### src/rtl/rf_32x32_ctrl_pkg.sv
// Shared types and constants for the 32x32 1R1W register-file macro controller.
package rf_32x32_ctrl_pkg;

  // Address width for an array of els entries; never narrower than one bit.
  function automatic int unsigned addr_width(input int unsigned els);
    return (els > 1) ? $clog2(els) : 1;
  endfunction

  localparam int unsigned width_lp        = 32;
  localparam int unsigned els_lp          = 32;
  localparam int unsigned addr_width_lp   = addr_width(els_lp);
  localparam logic [2:0]  ema_default_lp  = 3'b010;
  localparam logic        emas_default_lp = 1'b0;

  typedef enum logic [1:0] {
    INIT   = 2'd0,
    RUN    = 2'd1,
    REPLAY = 2'd2
  } state_e;

endpackage

### src/rtl/rf_32x32_macro_ctrl_if.sv
// Core-side request/response bundle; signal suffixes follow the controller's view.
interface rf_32x32_macro_ctrl_if
  import rf_32x32_ctrl_pkg::*;
#(
  parameter int unsigned width_p      = width_lp,
  parameter int unsigned addr_width_p = addr_width_lp
);
  logic                    ready_o;
  logic                    r_v_i;
  logic [addr_width_p-1:0] r_addr_i;
  logic                    r_yumi_o;
  logic                    r_v_o;
  logic [width_p-1:0]      r_data_o;
  logic                    w_v_i;
  logic [addr_width_p-1:0] w_addr_i;
  logic [width_p-1:0]      w_data_i;
  logic [width_p-1:0]      w_mask_i;

  modport slave (
    output ready_o, r_yumi_o, r_v_o, r_data_o,
    input  r_v_i, r_addr_i, w_v_i, w_addr_i, w_data_i, w_mask_i
  );

  modport master (
    input  ready_o, r_yumi_o, r_v_o, r_data_o,
    output r_v_i, r_addr_i, w_v_i, w_addr_i, w_data_i, w_mask_i
  );
endinterface

### src/rtl/rf_32x32_clr_counter.sv
// Post-reset clear address counter; done_o is high while the last address is presented.
module rf_32x32_clr_counter
  import rf_32x32_ctrl_pkg::*;
#(
  parameter  int unsigned els_p = els_lp,
  localparam int unsigned aw_lp = addr_width(els_p)
) (
  input  logic             clk_i,
  input  logic             reset_i,
  input  logic             en_i,
  output logic [aw_lp-1:0] cnt_o,
  output logic             done_o
);

  localparam logic [aw_lp-1:0] last_lp = aw_lp'(els_p - 1);

  logic [aw_lp-1:0] cnt_q, cnt_d;
  logic             done_q, done_d;

  // Advance and wrap the address; flag the cycle that holds the last address.
  always_comb begin
    cnt_d = cnt_q;
    if (en_i) begin
      cnt_d = (cnt_q == last_lp) ? '0 : cnt_q + aw_lp'(1);
    end
    done_d = (cnt_d == last_lp);
  end

  // Counter and done flag registers.
  always_ff @(posedge clk_i) begin
    if (reset_i) begin
      cnt_q  <= '0;
      done_q <= 1'b0;
    end else begin
      cnt_q  <= cnt_d;
      done_q <= done_d;
    end
  end

  assign cnt_o  = cnt_q;
  assign done_o = done_q;

endmodule

### src/rtl/rf_32x32_macro_ctrl.sv
// Controller for a 32x32 1R1W register-file hard macro: clears the array after
// reset, maps core read/write requests onto macro pins and resolves same-address
// read/write collisions by replaying the read after the write.
// Optional: define RF_32X32_CTRL_COLL_FWD_EN to forward full-mask collisions.
module rf_32x32_macro_ctrl
  import rf_32x32_ctrl_pkg::*;
#(
  parameter  int unsigned width_p = width_lp,
  parameter  int unsigned els_p   = els_lp,
  parameter  logic [2:0]  ema_p   = ema_default_lp,
  parameter  logic        emas_p  = emas_default_lp,
  localparam int unsigned aw_lp   = addr_width(els_p)
) (
  input  logic               clk_i,
  input  logic               reset_i,
  rf_32x32_macro_ctrl_if.slave bus,
  output logic               cena_o,
  output logic [aw_lp-1:0]   aa_o,
  input  logic [width_p-1:0] qa_i,
  output logic               cenb_o,
  output logic [width_p-1:0] wenb_o,
  output logic [aw_lp-1:0]   ab_o,
  output logic [width_p-1:0] db_o,
  output logic [2:0]         emaa_o,
  output logic [2:0]         emab_o,
  output logic               emasa_o,
  output logic               ret1n_o,
  output logic               colldisn_o
);

  state_e             state_q, state_d;
  logic               r_v_q, r_v_d;
  logic               ready_q;
  logic [aw_lp-1:0]   raddr_q, raddr_d;
  logic [width_p-1:0] hold_q;
  logic [width_p-1:0] rd_src_c;
  logic               coll_c, fwd_c, r_yumi_c, clr_en_c, clr_done;
  logic [aw_lp-1:0]   clr_cnt;

  rf_32x32_clr_counter #(.els_p(els_p)) u_clr (
    .clk_i   (clk_i),
    .reset_i (reset_i),
    .en_i    (clr_en_c),
    .cnt_o   (clr_cnt),
    .done_o  (clr_done)
  );

  assign coll_c = bus.w_v_i & bus.r_v_i & (bus.r_addr_i == bus.w_addr_i);

`ifdef RF_32X32_CTRL_COLL_FWD_EN
  logic               fwd_q;
  logic [width_p-1:0] fwd_data_q;

  assign fwd_c    = coll_c & (&bus.w_mask_i);
  assign rd_src_c = fwd_q ? fwd_data_q : qa_i;

  // Capture write data of a forwarded full-mask collision.
  always_ff @(posedge clk_i) begin
    if (reset_i) begin
      fwd_q      <= 1'b0;
      fwd_data_q <= '0;
    end else begin
      fwd_q <= fwd_c & (state_q == RUN);
      if (fwd_c) fwd_data_q <= bus.w_data_i;
    end
  end
`else
  assign fwd_c    = 1'b0;
  assign rd_src_c = qa_i;
`endif

  // Next-state and macro pin decode; reset forces the macro idle.
  always_comb begin
    state_d  = state_q;
    r_v_d    = 1'b0;
    raddr_d  = raddr_q;
    r_yumi_c = 1'b0;
    clr_en_c = 1'b0;
    cena_o   = 1'b1;
    aa_o     = '0;
    cenb_o   = 1'b1;
    wenb_o   = '1;
    ab_o     = '0;
    db_o     = '0;
    unique case (state_q)
      INIT: begin
        clr_en_c = 1'b1;
        cenb_o   = 1'b0;
        wenb_o   = '0;
        ab_o     = clr_cnt;
        if (clr_done) state_d = RUN;
      end
      RUN: begin
        cenb_o = ~bus.w_v_i;
        wenb_o = ~bus.w_mask_i;
        ab_o   = bus.w_addr_i;
        db_o   = bus.w_data_i;
        if (coll_c && !fwd_c) begin
          raddr_d = bus.r_addr_i;
          state_d = REPLAY;
        end else if (bus.r_v_i) begin
          r_yumi_c = 1'b1;
          r_v_d    = 1'b1;
          if (!fwd_c) begin
            cena_o = 1'b0;
            aa_o   = bus.r_addr_i;
          end
        end
      end
      REPLAY: begin
        cena_o  = 1'b0;
        aa_o    = raddr_q;
        r_v_d   = 1'b1;
        state_d = RUN;
      end
      default: state_d = INIT;
    endcase
    if (reset_i) begin
      r_yumi_c = 1'b0;
      clr_en_c = 1'b0;
      cena_o   = 1'b1;
      cenb_o   = 1'b1;
      wenb_o   = '1;
    end
  end

  // State, read-valid and held read data registers.
  always_ff @(posedge clk_i) begin
    if (reset_i) begin
      state_q <= INIT;
      r_v_q   <= 1'b0;
      ready_q <= 1'b0;
      raddr_q <= '0;
      hold_q  <= '0;
    end else begin
      state_q <= state_d;
      r_v_q   <= r_v_d;
      ready_q <= (state_d == RUN);
      raddr_q <= raddr_d;
      if (r_v_q) hold_q <= rd_src_c;
    end
  end

  assign bus.ready_o  = ready_q;
  assign bus.r_yumi_o = r_yumi_c;
  assign bus.r_v_o    = r_v_q;
  assign bus.r_data_o = r_v_q ? rd_src_c : hold_q;

  assign emaa_o     = ema_p;
  assign emab_o     = ema_p;
  assign emasa_o    = emas_p;
  assign ret1n_o    = 1'b1;
  assign colldisn_o = 1'b1;

endmodule

### src/flat_wrapper.sv
// flat-port wrapper written by rule: the top's interface ports become plain ports
module rf_32x32_macro_ctrl_flat import rf_32x32_ctrl_pkg::*;
#(
  parameter  int unsigned width_p = width_lp,
  parameter  int unsigned els_p   = els_lp,
  parameter  logic [2:0]  ema_p   = ema_default_lp,
  parameter  logic        emas_p  = emas_default_lp,
  localparam int unsigned aw_lp   = addr_width(els_p)
)
  (clk_i, reset_i, cena_o, aa_o, qa_i, cenb_o, wenb_o, ab_o, db_o, emaa_o, emab_o, emasa_o, ret1n_o, colldisn_o, bus_ready_o, bus_r_yumi_o, bus_r_v_o, bus_r_data_o, bus_r_v_i, bus_r_addr_i, bus_w_v_i, bus_w_addr_i, bus_w_data_i, bus_w_mask_i);
  rf_32x32_macro_ctrl_if #(.width_p(width_p)) bus_i ();
  input  logic clk_i;
  input  logic reset_i;
  output logic cena_o;
  output logic [aw_lp-1:0] aa_o;
  input  logic [width_p-1:0] qa_i;
  output logic cenb_o;
  output logic [width_p-1:0] wenb_o;
  output logic [aw_lp-1:0] ab_o;
  output logic [width_p-1:0] db_o;
  output logic [2:0] emaa_o;
  output logic [2:0] emab_o;
  output logic emasa_o;
  output logic ret1n_o;
  output logic colldisn_o;
  output wire logic [$bits(bus_i.ready_o)-1:0] bus_ready_o;
  output wire logic [$bits(bus_i.r_yumi_o)-1:0] bus_r_yumi_o;
  output wire logic [$bits(bus_i.r_v_o)-1:0] bus_r_v_o;
  output wire logic [$bits(bus_i.r_data_o)-1:0] bus_r_data_o;
  input wire logic [$bits(bus_i.r_v_i)-1:0] bus_r_v_i;
  input wire logic [$bits(bus_i.r_addr_i)-1:0] bus_r_addr_i;
  input wire logic [$bits(bus_i.w_v_i)-1:0] bus_w_v_i;
  input wire logic [$bits(bus_i.w_addr_i)-1:0] bus_w_addr_i;
  input wire logic [$bits(bus_i.w_data_i)-1:0] bus_w_data_i;
  input wire logic [$bits(bus_i.w_mask_i)-1:0] bus_w_mask_i;
  assign bus_ready_o = bus_i.ready_o;
  assign bus_r_yumi_o = bus_i.r_yumi_o;
  assign bus_r_v_o = bus_i.r_v_o;
  assign bus_r_data_o = bus_i.r_data_o;
  assign bus_i.r_v_i = bus_r_v_i;
  assign bus_i.r_addr_i = bus_r_addr_i;
  assign bus_i.w_v_i = bus_w_v_i;
  assign bus_i.w_addr_i = bus_w_addr_i;
  assign bus_i.w_data_i = bus_w_data_i;
  assign bus_i.w_mask_i = bus_w_mask_i;
  rf_32x32_macro_ctrl #(.width_p(width_p), .els_p(els_p), .ema_p(ema_p), .emas_p(emas_p)) u_core (.clk_i(clk_i), .reset_i(reset_i), .bus(bus_i), .cena_o(cena_o), .aa_o(aa_o), .qa_i(qa_i), .cenb_o(cenb_o), .wenb_o(wenb_o), .ab_o(ab_o), .db_o(db_o), .emaa_o(emaa_o), .emab_o(emab_o), .emasa_o(emasa_o), .ret1n_o(ret1n_o), .colldisn_o(colldisn_o));
endmodule
### config.mk
export PLATFORM = sky130hd
export DESIGN_NAME = rf_32x32_macro_ctrl_flat
export DESIGN_NICKNAME = d
export VERILOG_FILES = /design/src/rtl/rf_32x32_ctrl_pkg.sv /design/src/rtl/rf_32x32_macro_ctrl_if.sv /design/src/rtl/rf_32x32_clr_counter.sv /design/src/rtl/rf_32x32_macro_ctrl.sv /design/src/flat_wrapper.sv
export SDC_FILE = /design/constraint.sdc
export NUM_CORES = 1
export LEC_CHECK = 0
export CORE_MARGIN = 8
export CORE_UTILIZATION = 34
export CTS_BUF_LIST = sky130_fd_sc_hd__clkbuf_2 sky130_fd_sc_hd__clkbuf_4 sky130_fd_sc_hd__clkbuf_8
export DETAILED_ROUTE_END_ITERATION = 10
export PLACE_DENSITY = 0.82
export SLEW_MARGIN = 20
export SYNTH_ARGS = -nofsm -noshare
export SYNTH_HDL_FRONTEND = slang
export SYNTH_SLANG_ARGS = --single-unit
### constraint.sdc
create_clock -name clk_i -period 2.3 [get_ports clk_i]
set_input_delay 0.46 -clock clk_i [delete_from_list [all_inputs] [get_ports clk_i]]
set_output_delay 0.46 -clock clk_i [all_outputs]
set_load 0.02 [all_outputs]
==> out/qor.txt, run 1 <==
Static Leak: 2.89 nW
min Tclk post-route: 2280 ps
vias in the first global route: 3129
total global routing overflow: 0
CP endpoint kind: primary output
Peak Freq: 0.439 GHz
Final setup violation count: 0
first-iteration detailed-routing DRC count: 134
effective utilization at floorplan: 0.347
Max VDD drop: 215 µV
core box area: 8090 µm²
number of synthesized register bits: 47
placed cell count: 634
CTS sink cnt: 47
Synth Warn #: 0
commonest non-fill, non-tap cell in the layout: clkdlybuf4s50_1
max-cap violations: 0
syn avg cell area: 8.91 µm²
DRT Pass-1 Iters: 4
die footprint: 11400 µm²
Crit Path Class: input pin to primary output
initial antenna violation count: 1
Layout Nets: 654
Slew Limit Fails: 0
design area: 5210 µm²
Clock Latency Late Sink: 290 ps
CTS tree: yes
Gate Count Post-Synth: 315
first-pass GRT wire length: 18.0 mm
most frequent cells in the layout: 99 x clkdlybuf4s50_1, 45 x dfxtp_1, 36 x o21ai_0, 36 x dlygate4sd2_1, 35 x buf_2
Final Hold Vio Count: 0
Met2 Wirelength: 6.40 mm
DR vias/cell: 4.72
Layout area overhead: 85.7%
largest net degree at the start of global routing: 36
Die Wd: 107 µm
Placed Area: 5160 µm²
Setup Skew: 3.41 ps
H-tree levels: 2
WP data arrival: 1820 ps
Vert. Die Dim: 107 µm
Post-synth EDFFs: 0
Post-Syn Area: 2810 µm²
share of cells above drive strength 1: 0.236
# IOs: 230
Total Neg Setup Slack: 0 ps
DRT met1 WL: 4.76 mm
Routed WL per cell: 18.6 µm
status: finished, final reports clean
GRT Util Overall: 0.198
top sig layer: met4
GP Congestion: 0.878
Power Density: 329 nW/µm²
Setup crit start kind: input pin
dominant synthesized flop cell: dfxtp_1
Clock Pin Slew Worst Setup and Hold Paths: 80 ps
Hold Path Class: input pin to flip-flop
Seq/Total Area, Yosys: 0.335
fin cells: 645
antenna-violating nets left: 0
Yosys cell types: 48
Pwr Total: 1.71 mW
dpl hpwl: 9.40 mm
Crit Path Max Fanout: 7
RSZ-0062 raised after global routing: yes
final worst-path cycle share: 0.990
clk buf depth: 2
CTS Buf Count: 5
Critical Path RT: 1840 ps
Routed WL: 12.0 mm
DRC errors left: 0
port buffer count: 220
vias: 3042
asr flop ratio synth: 0
site row count: 33
met3 wire len: 704 µm
CTS root buf: clkbuf_8
logic make-up (layout without fill, tap and decap cells):
| logic type | count (synthesis) | in the layout | synth area share |
|---|---|---|---|
| buffers and inverters | 40 | 257 | 0.0838 |
| DFF | 47 | 47 | 0.335 |
| and+or+nand+nor | 114 | 114 | 0.256 |
| adders and majority gates | 6 | 6 | 0.0268 |
| other | 2 | 10 | 0.00268 |
| xor gates and xnor gates | 4 | 4 | 0.0125 |
| AOI/OAI and AO/OA | 64 | 64 | 0.132 |
| muxes | 38 | 38 | 0.150 |
final timing paths:
check             slack [ps]  cells past startpoint                          endpoint                              from
setup / recovery          20                      7                           aa_o[3]                   bus_w_addr_i[1]
setup reg to reg         400                      5    u_core.u_clr.done_o$_SDFF_PP0_  u_core.u_clr.cnt_o[0]$_SDFF_PP0_
hold reg to reg          550                      2  u_core.u_clr.cnt_o[1]$_SDFF_PP0_  u_core.u_clr.cnt_o[1]$_SDFF_PP0_
hold / removal           520                      3    u_core.raddr_q[2]$_SDFFE_PP0P_                   bus_r_addr_i[2]
timing repair:
item                                    in CTS  in global routing
cloned                                       1                  0
setup buffers                                1                  0
pin swaps                                    6                  9
hold buffers                                 0                  0
gates resized for setup                    247                 87
endpoints found under the setup margin      77                108
registers in the layout, summed over array words and instances (netlist names):
name                 flops
u_core.bus.r_v_o         1
u_core.bus.ready_o       1
u_core.hold_q           32
u_core.raddr_q           5
u_core.state_q           2
u_core.u_clr.cnt_o       5
u_core.u_clr.done_o      1
power breakdown:
| group | switching (mW) | total, mW | internal (mW) |
|---|---|---|---|
| Combinational | 0.166 | 0.396 | 0.230 |
| Sequential | 0.00804 | 0.825 | 0.817 |
| Clock | 0.268 | 0.492 | 0.225 |
layer usage:
layer,global-route usage,vias to the layer above
met5,0,-
met4,0.0271,0
met3,0.0462,6
met2,0.364,93
met1,0.232,1449
li1,-,1494
metrics by stage:
| step | hold slack, ps | utilization | setup slack, ps |
|---|---|---|---|
| CTS | 542 | 0.644 | -27.9 |
| floorplan | 494 | - | 169 |
| global route | 529 | 0.644 | -25.7 |
| detailed placement | 532 | 0.638 | -830 |
| finish | 524 | 0.644 | 21.9 |
| global placement | 526 | 0.638 | -804 |
cell type report:
cell class | instances | area [µm²]
Fill cell | 689 | 2880
Antenna cell | 1 | 2.50
Multi-Input combinational cell | 235 | 1720
Clock inverter | 2 | 12.5
Clock buffer | 6 | 76.3
Tap cell | 105 | 131
Sequential cell | 47 | 943
Inverter | 5 | 20.0
Timing Repair Buffer | 244 | 2300
worst max-delay path: stages:
cell,delay (ps)
buf_6,100
xor2_1,150
or4_4,520
o211ai_2,210
buf_6,180
o21ai_2,70
buf_6,130
cell usage after synthesis (all sizes together), types with 3 or more instances:
cell / number / area share
o21ai: 42 / 0.075
ha: 6 / 0.027
nor2: 8 / 0.011
mux2: 32 / 0.13
nand3: 7 / 0.012
nand2b: 3 / 0.0067
nand2: 8 / 0.011
a21oi: 7 / 0.012
or2b: 10 / 0.031
nor4b: 4 / 0.015
clkbuf: 19 / 0.029
nor3: 3 / 0.0094
nor2b: 33 / 0.074
buf: 15 / 0.037
and2: 32 / 0.071
mux2i: 6 / 0.021
dfxtp: 47 / 0.34
inv: 4 / 0.0054
a22o: 5 / 0.016
(Power assumes the default switching activity.)
==> run 2, diff against run 1 <==
--- a/config.mk
+++ b/config.mk
@@ -9,6 +9,7 @@
 export CORE_UTILIZATION = 34
 export CTS_BUF_LIST = sky130_fd_sc_hd__clkbuf_2 sky130_fd_sc_hd__clkbuf_4 sky130_fd_sc_hd__clkbuf_8
 export DETAILED_ROUTE_END_ITERATION = 10
+export GPL_TIMING_DRIVEN = 0
 export PLACE_DENSITY = 0.82
 export SLEW_MARGIN = 20
 export SYNTH_ARGS = -nofsm -noshare
==> out/qor.txt, run 2 (synthesis results as in run 1) <==
status: finished, violations left
failing checks: negative setup slack
CP endpoint kind: primary output
Multi-input gate area: 1750 µm² (+1.7%)
Layout area overhead: 94.9%
Clock Latency Late Sink: 290 ps (about the same)
clk buf depth: 2 (unchanged)
FF/Latch Area: 947 µm² (+0.40%)
core box area: 8090 µm² (unchanged)
setup ws final: -56.7 ps (-78.6 ps)
Routed WL: 12.4 mm (+3.7%)
Setup WS pre-CTS: -1020 ps (-190 ps)
most frequent cells in the layout: 102 x clkdlybuf4s50_1, 45 x dlygate4sd2_1, 44 x dfxtp_1
effective utilization at floorplan: 0.347 (unchanged)
Die Wd: 107 µm (unchanged)
Sw Ratio: 0.250 (-0.00773)
first-pass GRT wire length: 18.4 mm (+2.4%)
GP Congestion: 0.850 (-3.2%)
switching pwr: 0.461 mW (+4.5%)
internal power: 1.38 mW (+8.8%)
port buffer count: 219 (-0.45%)
Critical Path RT: 1840 ps (about the same)
min Tclk post-route: 2360 ps (+78.6 ps)
Max VDD drop: 280 µV (+30%)
Hold Path Class: input pin to flip-flop
WP data arrival: 1900 ps (+80 ps)
Vert. Die Dim: 107 µm (unchanged)
Crit Path Max Fanout: 3 (-4)
Setup Skew: 5.91 ps (+2.50 ps)
DRT Pass-1 Iters: 4 (unchanged)
dpl hpwl: 9.94 mm (+5.8%)
Static Leak: 2.90 nW (+0.49%)
Layout fillers: 715 (+3.8%)
Slew Limit Fails: 0 (unchanged)
RSZ-0062 raised after global routing: yes
CTS sink cnt: 47 (unchanged)
CTS tree: yes
Worst-Margin Slew: 544 ps
H-tree levels: 2 (unchanged)
Hold Slack: 506 ps (-18.1 ps)
number of flip-flops under the largest register name: 32 (unchanged)
Final Hold Vio Count: 0 (unchanged)
CTS root buf: clkbuf_8
CTS Hold Bufs: 0 (unchanged)
CTS Buf Count: 5 (unchanged)
Reg power frac: 0.445 (-0.037)
Crit Path Class: input pin to primary output
share of cells above drive strength 1: 0.249 (+0.0135)
max-cap violations: 0 (unchanged)
Routed WL per cell: 18.5 µm (-0.48%)
Logic pwr share: 0.225 (-0.006)
Slew headroom: 0.637
largest net degree at the start of global routing: 16 (-56%)
Peak Freq: 0.424 GHz (-3.3%)
DR vias/cell: 4.66 (-1.3%)
Power Density: 338 nW/µm² (+2.6%)
DRC errors left: 0 (unchanged)
Reg with most FFs: u_core.hold_q
# IOs: 230 (unchanged)
vias: 3129 (+2.9%)
antenna-violating nets left: 0 (unchanged)
Clock Pin Slew Worst Setup and Hold Paths: 90 ps (about the same)
die footprint: 11400 µm² (unchanged)
GRT Util Overall: 0.204 (+0.00509)
final worst-path cycle share: 1.02 (+0.0342)
site row count: 33 (unchanged)
Setup crit start kind: input pin
vias in the first global route: 3312 (+5.8%)
initial antenna violation count: 1 (unchanged)
total global routing overflow: 0 (unchanged)
Layout Nets: 681 (+4.1%)
Clk pwr share: 0.330 (+0.043)
Final setup violation count: 7 (+7)
first-iteration detailed-routing DRC count: 162 (+21%)
commonest non-fill, non-tap cell in the layout: clkdlybuf4s50_1
-- run 2: cell count changes in the layout (fill, tap and decap cells not counted), moves of 8 or more --
cell	delta
buf_2	-9
dlygate4sd2_1	+9
clkbuf_1	+9
buf_4	+16
dlymetal6s2s_1	-8
-- run 2: layer usage --
metal,wire length (µm),track usage
met1,4860,0.228
met3,807,0.0528
met5,0,0
met2,6560,0.374
met4,193,0.0462
-- run 2: power by group through the flow --
stage | clock, mW | combinational, mW | sequential, mW
finish | 0.609 | 0.415 | 0.822
global route | 0.664 | 0.443 | 0.823
CTS | 0.626 | 0.410 | 0.822
detailed placement | 0 | 0.425 | 0.843
global placement | 0 | 0.422 | 0.842
floorplan | 0 | 0.147 | 0.841
-- run 2: final cells by class --
cell class                      count  share of cell area
Clock buffer                        5              0.0126
Buffer                             32              0.0455
Timing Repair inverter              1             0.00160
Antenna cell                        1            0.000458
Tap cell                          105              0.0240
Multi-Input combinational cell    235               0.320
Clock inverter                      3             0.00801
Inverter                            5             0.00755
Sequential cell                    47               0.173
Timing Repair Buffer              238               0.407
-- run 2: timing repair --
item,CTS,global route
endpoints found under the hold margin,0,0
cloned,1,1
setup endpoints to repair,107,66
pin swaps,8,7
buffers inserted,13,5
resized for setup,310,57
-- run 2: path summary, 6_finish.rpt --
check,from,endpoint,slack (ps),cells after the start
max,bus_w_addr_i[2],cena_o,-60,7
min,bus_r_addr_i[2],u_core.raddr_q[2]$_SDFFE_PP0P_,510,3
min reg2reg,u_core.u_clr.cnt_o[1]$_SDFF_PP0_,u_core.u_clr.cnt_o[1]$_SDFF_PP0_,550,2
max reg2reg,u_core.u_clr.cnt_o[0]$_SDFF_PP0_,u_core.u_clr.done_o$_SDFF_PP0_,330,6
-- run 2: stage by stage --
step | power [mW] | cells | utilization | TNS, ps | cell area, µm²
global route | 1.93 | 672 | 0.676 | -519 | 5470
CTS | 1.86 | 667 | 0.655 | -91.3 | 5300
global placement | 1.26 | 646 | 0.637 | -27080 | 5150
finish | 1.85 | 672 | 0.676 | -239 | 5470
floorplan | 0.988 | 322 | - | 0 | 2830
detailed placement | 1.27 | 646 | 0.637 | -27820 | 5150
-- run 2: worst max-delay path, cell delays in order --
cell	delay, ps
buf_6	100
xor2_1	160
or4_4	560
o211ai_4	240
buf_6	130
a21o_1	120
buf_6	120
